`src/rtl/pipe_flow_ctrl.sv`:
```
// Front-end sequencing controller: run/step/halt FSM plus load-use and
// jump/branch hazard handling for PC, IF/ID and ID/EX control.
module pipe_flow_ctrl #(
    parameter int unsigned NB_REG       = 5,
    parameter int unsigned DRAIN_CYCLES = 4,
    parameter int unsigned NB_CNT       = 32
) (
    input  logic              clock_i,
    input  logic              reset_i,
    input  logic              start_i,
    input  logic              continuous_i,
    input  logic              step_i,
    input  logic              halt_inst_i,
    input  logic              jump_or_branch_i,
    input  logic [NB_REG-1:0] id_rs_i,
    input  logic [NB_REG-1:0] id_rt_i,
    input  logic [NB_REG-1:0] ex_rt_i,
    input  logic              ex_mem_read_i,
    output logic              enable_pc_o,
    output logic              enable_pipe_o,
    output logic              flush_if_id_o,
    output logic              bubble_id_ex_o,
    output logic [2:0]        state_o,
    output logic [NB_CNT-1:0] cycle_count_o,
    output logic [NB_CNT-1:0] stall_count_o
);

    localparam int unsigned DrainW = (DRAIN_CYCLES > 1) ? $clog2(DRAIN_CYCLES) : 1;

    typedef enum logic [2:0] {
        StIdle     = 3'd0,
        StRun      = 3'd1,
        StStepWait = 3'd2,
        StStepExec = 3'd3,
        StDrain    = 3'd4,
        StHalted   = 3'd5
    } state_e;

    state_e              state_q, state_d;
    logic [DrainW-1:0]   drain_cnt_q, drain_cnt_d;
    logic [NB_CNT-1:0]   cycle_cnt_q, cycle_cnt_d;
    logic [NB_CNT-1:0]   stall_cnt_q, stall_cnt_d;
    logic                active;
    logic                load_use;

    always_ff @(posedge clock_i) begin
        if (reset_i) begin
            state_q     <= StIdle;
            drain_cnt_q <= '0;
            cycle_cnt_q <= '0;
            stall_cnt_q <= '0;
        end else begin
            state_q     <= state_d;
            drain_cnt_q <= drain_cnt_d;
            cycle_cnt_q <= cycle_cnt_d;
            stall_cnt_q <= stall_cnt_d;
        end
    end

    // Hazards only matter while instructions are actually advancing.
    assign active   = (state_q == StRun) || (state_q == StStepExec);
    assign load_use = active && ex_mem_read_i && (ex_rt_i != '0) &&
                      ((ex_rt_i == id_rs_i) || (ex_rt_i == id_rt_i));

    always_comb begin
        state_d        = state_q;
        drain_cnt_d    = drain_cnt_q;
        enable_pc_o    = 1'b0;
        enable_pipe_o  = 1'b0;
        flush_if_id_o  = 1'b0;
        bubble_id_ex_o = 1'b0;

        if (active) begin
            if (load_use) begin
                bubble_id_ex_o = 1'b1;
            end else begin
                enable_pc_o   = 1'b1;
                enable_pipe_o = 1'b1;
                flush_if_id_o = jump_or_branch_i && !halt_inst_i;
            end
        end

        case (state_q)
            StIdle: begin
                if (start_i) begin
                    state_d = continuous_i ? StRun : StStepWait;
                end
            end
            StRun: begin
                if (halt_inst_i && !load_use) begin
                    state_d     = StDrain;
                    drain_cnt_d = DrainW'(DRAIN_CYCLES - 1);
                end
            end
            StStepWait: begin
                if (step_i) begin
                    state_d = StStepExec;
                end
            end
            StStepExec: begin
                // A stalled step is retried until one cycle actually advances.
                if (!load_use) begin
                    if (halt_inst_i) begin
                        state_d     = StDrain;
                        drain_cnt_d = DrainW'(DRAIN_CYCLES - 1);
                    end else begin
                        state_d = StStepWait;
                    end
                end
            end
            StDrain: begin
                enable_pipe_o = 1'b1;
                flush_if_id_o = 1'b1;
                if (drain_cnt_q == '0) begin
                    state_d = StHalted;
                end else begin
                    drain_cnt_d = drain_cnt_q - 1'b1;
                end
            end
            StHalted: begin
                state_d = StHalted;
            end
            default: begin
                state_d = StIdle;
            end
        endcase
    end

    always_comb begin
        cycle_cnt_d = cycle_cnt_q;
        stall_cnt_d = stall_cnt_q;
        if ((active || (state_q == StDrain)) && (cycle_cnt_q != '1)) begin
            cycle_cnt_d = cycle_cnt_q + 1'b1;
        end
        if (load_use && (stall_cnt_q != '1)) begin
            stall_cnt_d = stall_cnt_q + 1'b1;
        end
    end

    assign state_o       = state_q;
    assign cycle_count_o = cycle_cnt_q;
    assign stall_count_o = stall_cnt_q;

endmodule

```
`config.mk`:
```
export PLATFORM = sky130hd
export DESIGN_NAME = pipe_flow_ctrl
export DESIGN_NICKNAME = d
export VERILOG_FILES = /design/src/rtl/pipe_flow_ctrl.sv
export SDC_FILE = /design/constraint.sdc
export NUM_CORES = 1
export LEC_CHECK = 0
export BUFFER_PORTS_ARGS = -buffer_cell sky130_fd_sc_hd__buf_2
export CORE_UTILIZATION = 49
export CTS_CLUSTER_SIZE = 25
export DETAILED_ROUTE_END_ITERATION = 10
export GPL_ROUTABILITY_DRIVEN = 1
export PLACE_DENSITY_LB_ADDON = 0.15
export RECOVER_POWER = 50
export SYNTH_ARGS = -nofsm -noshare
export SYNTH_HDL_FRONTEND = slang
export SYNTH_SLANG_ARGS = --single-unit
```
`constraint.sdc`:
```
create_clock -name clock_i -period 2.5 [get_ports clock_i]
set_clock_uncertainty 0.1 [all_clocks]
set_input_delay 0.5 -clock clock_i [delete_from_list [all_inputs] [get_ports clock_i]]
set_output_delay 0.5 -clock clock_i [all_outputs]
set_load 0.02 [all_outputs]
```
# Word level (Yosys, flattened, before mapping)
# Index checks and enable logic that the tools add are counted.
# totals
reg_bits	69
input_bits	23
out_inout_bits	71
wordCells	62
# op_classes
n_addsub	3
eq_ne	16
mux	21
n_reduce_logical	18
# op_table
cell	count
$add 32x1->32 const B	2
$ne 32x32->1 const B	2
$mux 3	6
$pmux 3 s6	1
$ne 2x2->1 const B	6
$eq 5x5->1	2
$mux 2	5
$reduce_and 5->1	2
$mux 1	8
$logic_and 1x1->1	7
$eq 3x2->1 const B	2
$eq 3x3->1 const B	2
$pmux 2 s3	1
$reduce_bool 5->1	1
$eq 3x1->1 const B	1
$logic_not 3->1	1
$logic_or 1x1->1	3
$reduce_bool 3->1	1
$logic_not 1->1	2
$logic_not 2->1	1
$ne 2x1->1 const B	1
$sub 2x1->2 const B	1

# Depth between registers and ports, before layout
# logic_depth
depth_word	9
ltp_mapped	9
ltp_nobuf	7

# Worst setup path before layout
# Ideal clock, no wire load.
# synth_path
path_type	input-to-output
start	in ex_rt_i[1]
end	out flush_if_id_o
arrival_ps	1896
required_ps	1900
setup_slack_ps	4
cell_stages	6
n_path_buf	1
path_cell_list	or4_1 > nor2_1 > nor3_1 > nand2_1 > buf_2 > a41o_1
# synth_between
elab_chain_cells	6
word_cells_on_any_way	9
cone_classes	eq/ne: 2; mux: 3; reduce/logical: 4
# synth_rtl
element	line_no	source
from (decl)	17	input logic [NB_REG-1:0] ex_rt_i,
$eq 5x5->1 or $reduce_bool 5->1 (tied branches)	63, 62	
$logic_or 1x1->1 or $logic_and 1x1->1 (tied branches)	63, 62	
$logic_and 1x1->1 *	62	assign load_use = active && ex_mem_read_i && (ex_rt_i != '0) &&
$mux 1 *	74	if (load_use) begin
$mux 1 *	73	if (active) begin
$mux 1 *	83	case (state_q)
to (decl)	21	output logic flush_if_id_o,
# Mark *: on every way between the ends. The rest lies on a longest branch, timed or not.

# Final worst setup path
# Same ends and word-level chain as after synthesis.

==> run_results.csv <==
group,metric,value,unit
clocking,htreeDepth,3,
synthesis,synthDistinctLibCells,48,
sta,setup_viol,0,
routing,drc,0,
routing,wl_per_cell,13.8,microns
critical_path,cpPeakStageDelay,540,ps
sta,holdWs,375,ps
sta,drv_slew,0,
routing,dr.pass1.iters,4,
sta,period_needed,2410,ps
routing,drt_wl_total,9110,microns
global_route,antenna_found_initial,0,
clocking,cts-hold-fix-buffers,0,
layout,nets,584,
pwr,power_density,545,nW/um^2
run,cap_violations,0,
synthesis,ys_async_sr_fraction,0,%
layout,utilization,64.5,%
clocking,clk_latency,350,ps
layout,syn2layout_area_growth,24.1,%
clocking,clockRootBuffer,"clkbuf_8",
sta,tightest_slew,696,ps
placed_design,place.gp.congestion,0.865,
floorplan,die-area,7720,sq um
critical_path,cpMostUsedCell,"buf_2",
global_route,grt_max_degree,38,
layout,finalNonFillerCells,659,
routing,dr.first_iter.drc_count,107,
clocking,clkSinkCount,69,
global_route,grt_pass1_vias,3175,
global_route,overflow,0,
pwr,ir_drop,0.000317,V
synthesis,netlist_instances,441,
critical_path,cp-start-kind,"input pin",
routing,final_antenna_net_count,0,
sta,maxSlewHeadroom,53.6,%
placed_design,placed_area,4340,sq um
critical_path,end_kind,"primary output",
synthesis,synth-edff-count,0,
routing,vias_per_cell,5.58,
critical_path,critPathKind,"input pin to primary output",
floorplan,core_area,6940,sq um
pwr,p_leak,1.53,nW
layout,drive_gt1_share,17.2,%
routing,vias,3674,
floorplan,io_pins,94,
global_route,grt_usage,23.9,%
placed_design,io_buffers,93,
clocking,cts_buffer_depth,2,
sta,clock.fmax,415,MHz
synthesis,ys.warnings.count,0,
synthesis,syn-cell-area,3610,sq um
hold_path,min_path_type,"input pin to flop",
sta,finalWorstSetupSlack,92.8,ps
critical_path,critPathArrivalTime,1810,ps
critical_path,crit_buf_inv,2,
layout,fill_cells,655,
clocking,cts_tree,"yes",
run_status,run_status,"completed",
pwr,power,2.44,mW
floorplan,die_h,87.8,microns
critical_path,critPathTopFamily,"simple AND/OR/NAND/NOR gates",
placed_design,post-place-cells,643,
critical_path,path_cells,"buf_2 > or4_4 > nor2_2 > nor3_1 > nand2_2 > a41o_1 > buf_2",
clocking,clk_pin_slew,70,ps
placed_design,dp_hpwl,6750,microns
critical_path,critPathMaxFanout,4,
synthesis,synth.avg_cell_area,8.19,sq um
sta,fin_setup_tns,0,ps
floorplan,initial_core_util,52.0,%
synthesis,ys.flop_type,"dfxtp_1",
critical_path,cpMaxStageDelayCell,"or4_4",
critical_path,required,1900,ps
synthesis,synth-seq-cells,69,
placed_design,pre_cts_ws,15.8,ps
sta,fin_crit_sh,96.3,%
floorplan,rows,30,
critical_path,r2r_slack,170,ps
layout,n_antenna_cell,0,
sta,rsz0062_at_grt,"false",
synthesis,syn_nets,467,
sta,finalHoldViolCount,0,
global_route,grt_pass1_wl,14500,microns
clocking,numCtsBuffers,9,
floorplan,chipWidth,87.8,microns
layout,finalInstanceArea,4480,sq um
synthesis,ys_seq_area_share,38.3,%
==> kinds of logic (layout without fill, tap and decap cells) <==
family / Yosys count / count (layout) / synth area share [%]
flops: 69 / 69 / 38.3
simple gates: 212 / 212 / 32.2
xor+xnor: 42 / 42 / 10.2
compound gates: 79 / 79 / 13.4
buf+inv: 32 / 154 / 3.74
mux: 4 / 4 / 1.18
fa+ha+maj: 3 / 3 / 1.04
==> Yosys cell counts (2+ instances only) <==
cell type | instances | area share [%]
nor4b_1 | 4 | 0.97
nand4_2 | 3 | 1.0
a21oi_1 | 35 | 4.9
a2111oi_2 | 2 | 0.83
nor3_1 | 7 | 0.97
xor2_1 | 20 | 4.9
or4_1 | 11 | 2.3
and2_1 | 3 | 0.52
nor2_1 | 55 | 5.7
o21ai_0 | 22 | 3.0
and3_1 | 7 | 1.2
and4_1 | 3 | 0.73
dfxtp_1 | 69 | 38
ha_1 | 3 | 1.0
nand2_1 | 29 | 3.0
xnor2_1 | 22 | 5.3
a211oi_1 | 2 | 0.42
nand4_1 | 22 | 3.8
or3_1 | 22 | 3.8
mux2i_1 | 2 | 0.55
nand3_1 | 26 | 3.6
o31ai_1 | 8 | 1.7
clkbuf_1 | 9 | 0.94
or2_2 | 2 | 0.35
buf_2 | 6 | 0.83
nor3_2 | 2 | 0.55
o211ai_1 | 3 | 0.62
nor2b_1 | 3 | 0.52
nor4_1 | 5 | 0.87
inv_1 | 15 | 1.6
mux2_2 | 2 | 0.62
==> per-layer routing <==
metal | global-route usage (%) | wire length, microns | vias to the layer above
li1 | - | - | 1830
met1 | 28.8 | 4040 | 1724
met2 | 40.5 | 4420 | 102
met3 | 5.94 | 473 | 18
met4 | 9.84 | 183 | 0
met5 | 0 | 0 | -
==> registers in the layout, summed over array words and instances, names as in the netlist <==
signal         count
stall_count_o     32
cycle_count_o     32
state_o            3
drain_cnt_q        2
==> what timing repair did <==
action,in CTS,in global routing
resized for setup,0,7
buffers inserted,0,0
endpoints found under the setup margin,0,8
==> power by group <==
part / switching [mW] / internal (mW) / leakage, nW / total, mW
Clock: 0.444 / 0.494 / 0.0991 / 0.938
Sequential: 0.0323 / 1.12 / 0.557 / 1.16
Combinational: 0.211 / 0.140 / 0.870 / 0.350
==> layout make-up <==
cell class	instances	area (sq um)	area share, %
tap	96	120	2.68
multi-input combinational	340	2110	47.1
timing repair buffer	122	598	13.3
inverter	16	60.1	1.34
sequential	69	1380	30.8
clock inverter	6	71.3	1.59
clock buffer	10	138	3.07
==> tightest hold or removal path: stages <==
cell	delay (ps)
buf_2	120
a32oi_1	90
nor2_1	70
==> worst paths after layout <==
path	startpoint	endpoint	depth (start not counted)
max	ex_rt_i[1]	flush_if_id_o	7
min reg2reg	stall_count_o[23]	stall_count_o[23]	2
max reg2reg	stall_count_o[0]	stall_count_o[20]	7
min	halt_inst_i	state_o[2]	3
==> cell usage in the layout, fill, tap and decap left out, drive strengths merged, types with 2 or more instances in the layout <==
cell      instances
clkbuf           76
dfxtp            69
buf              56
nor2             55
a21oi            36
nand2            30
nand3            26
nand4            25
or3              23
xnor2            22
o21ai            22
xor2             20
inv              17
or4              12
nor3              9
o31ai             8
and3              7
nor4              6
nor4b             4
nor2b             3
and4              3
o211ai            3
ha                3
a2111oi           3
and2              3
a211oi            2
or2               2
mux2i             2
mux2              2
clkinvlp          2
clkinv            2
Power figures use the tool's default switching activity.
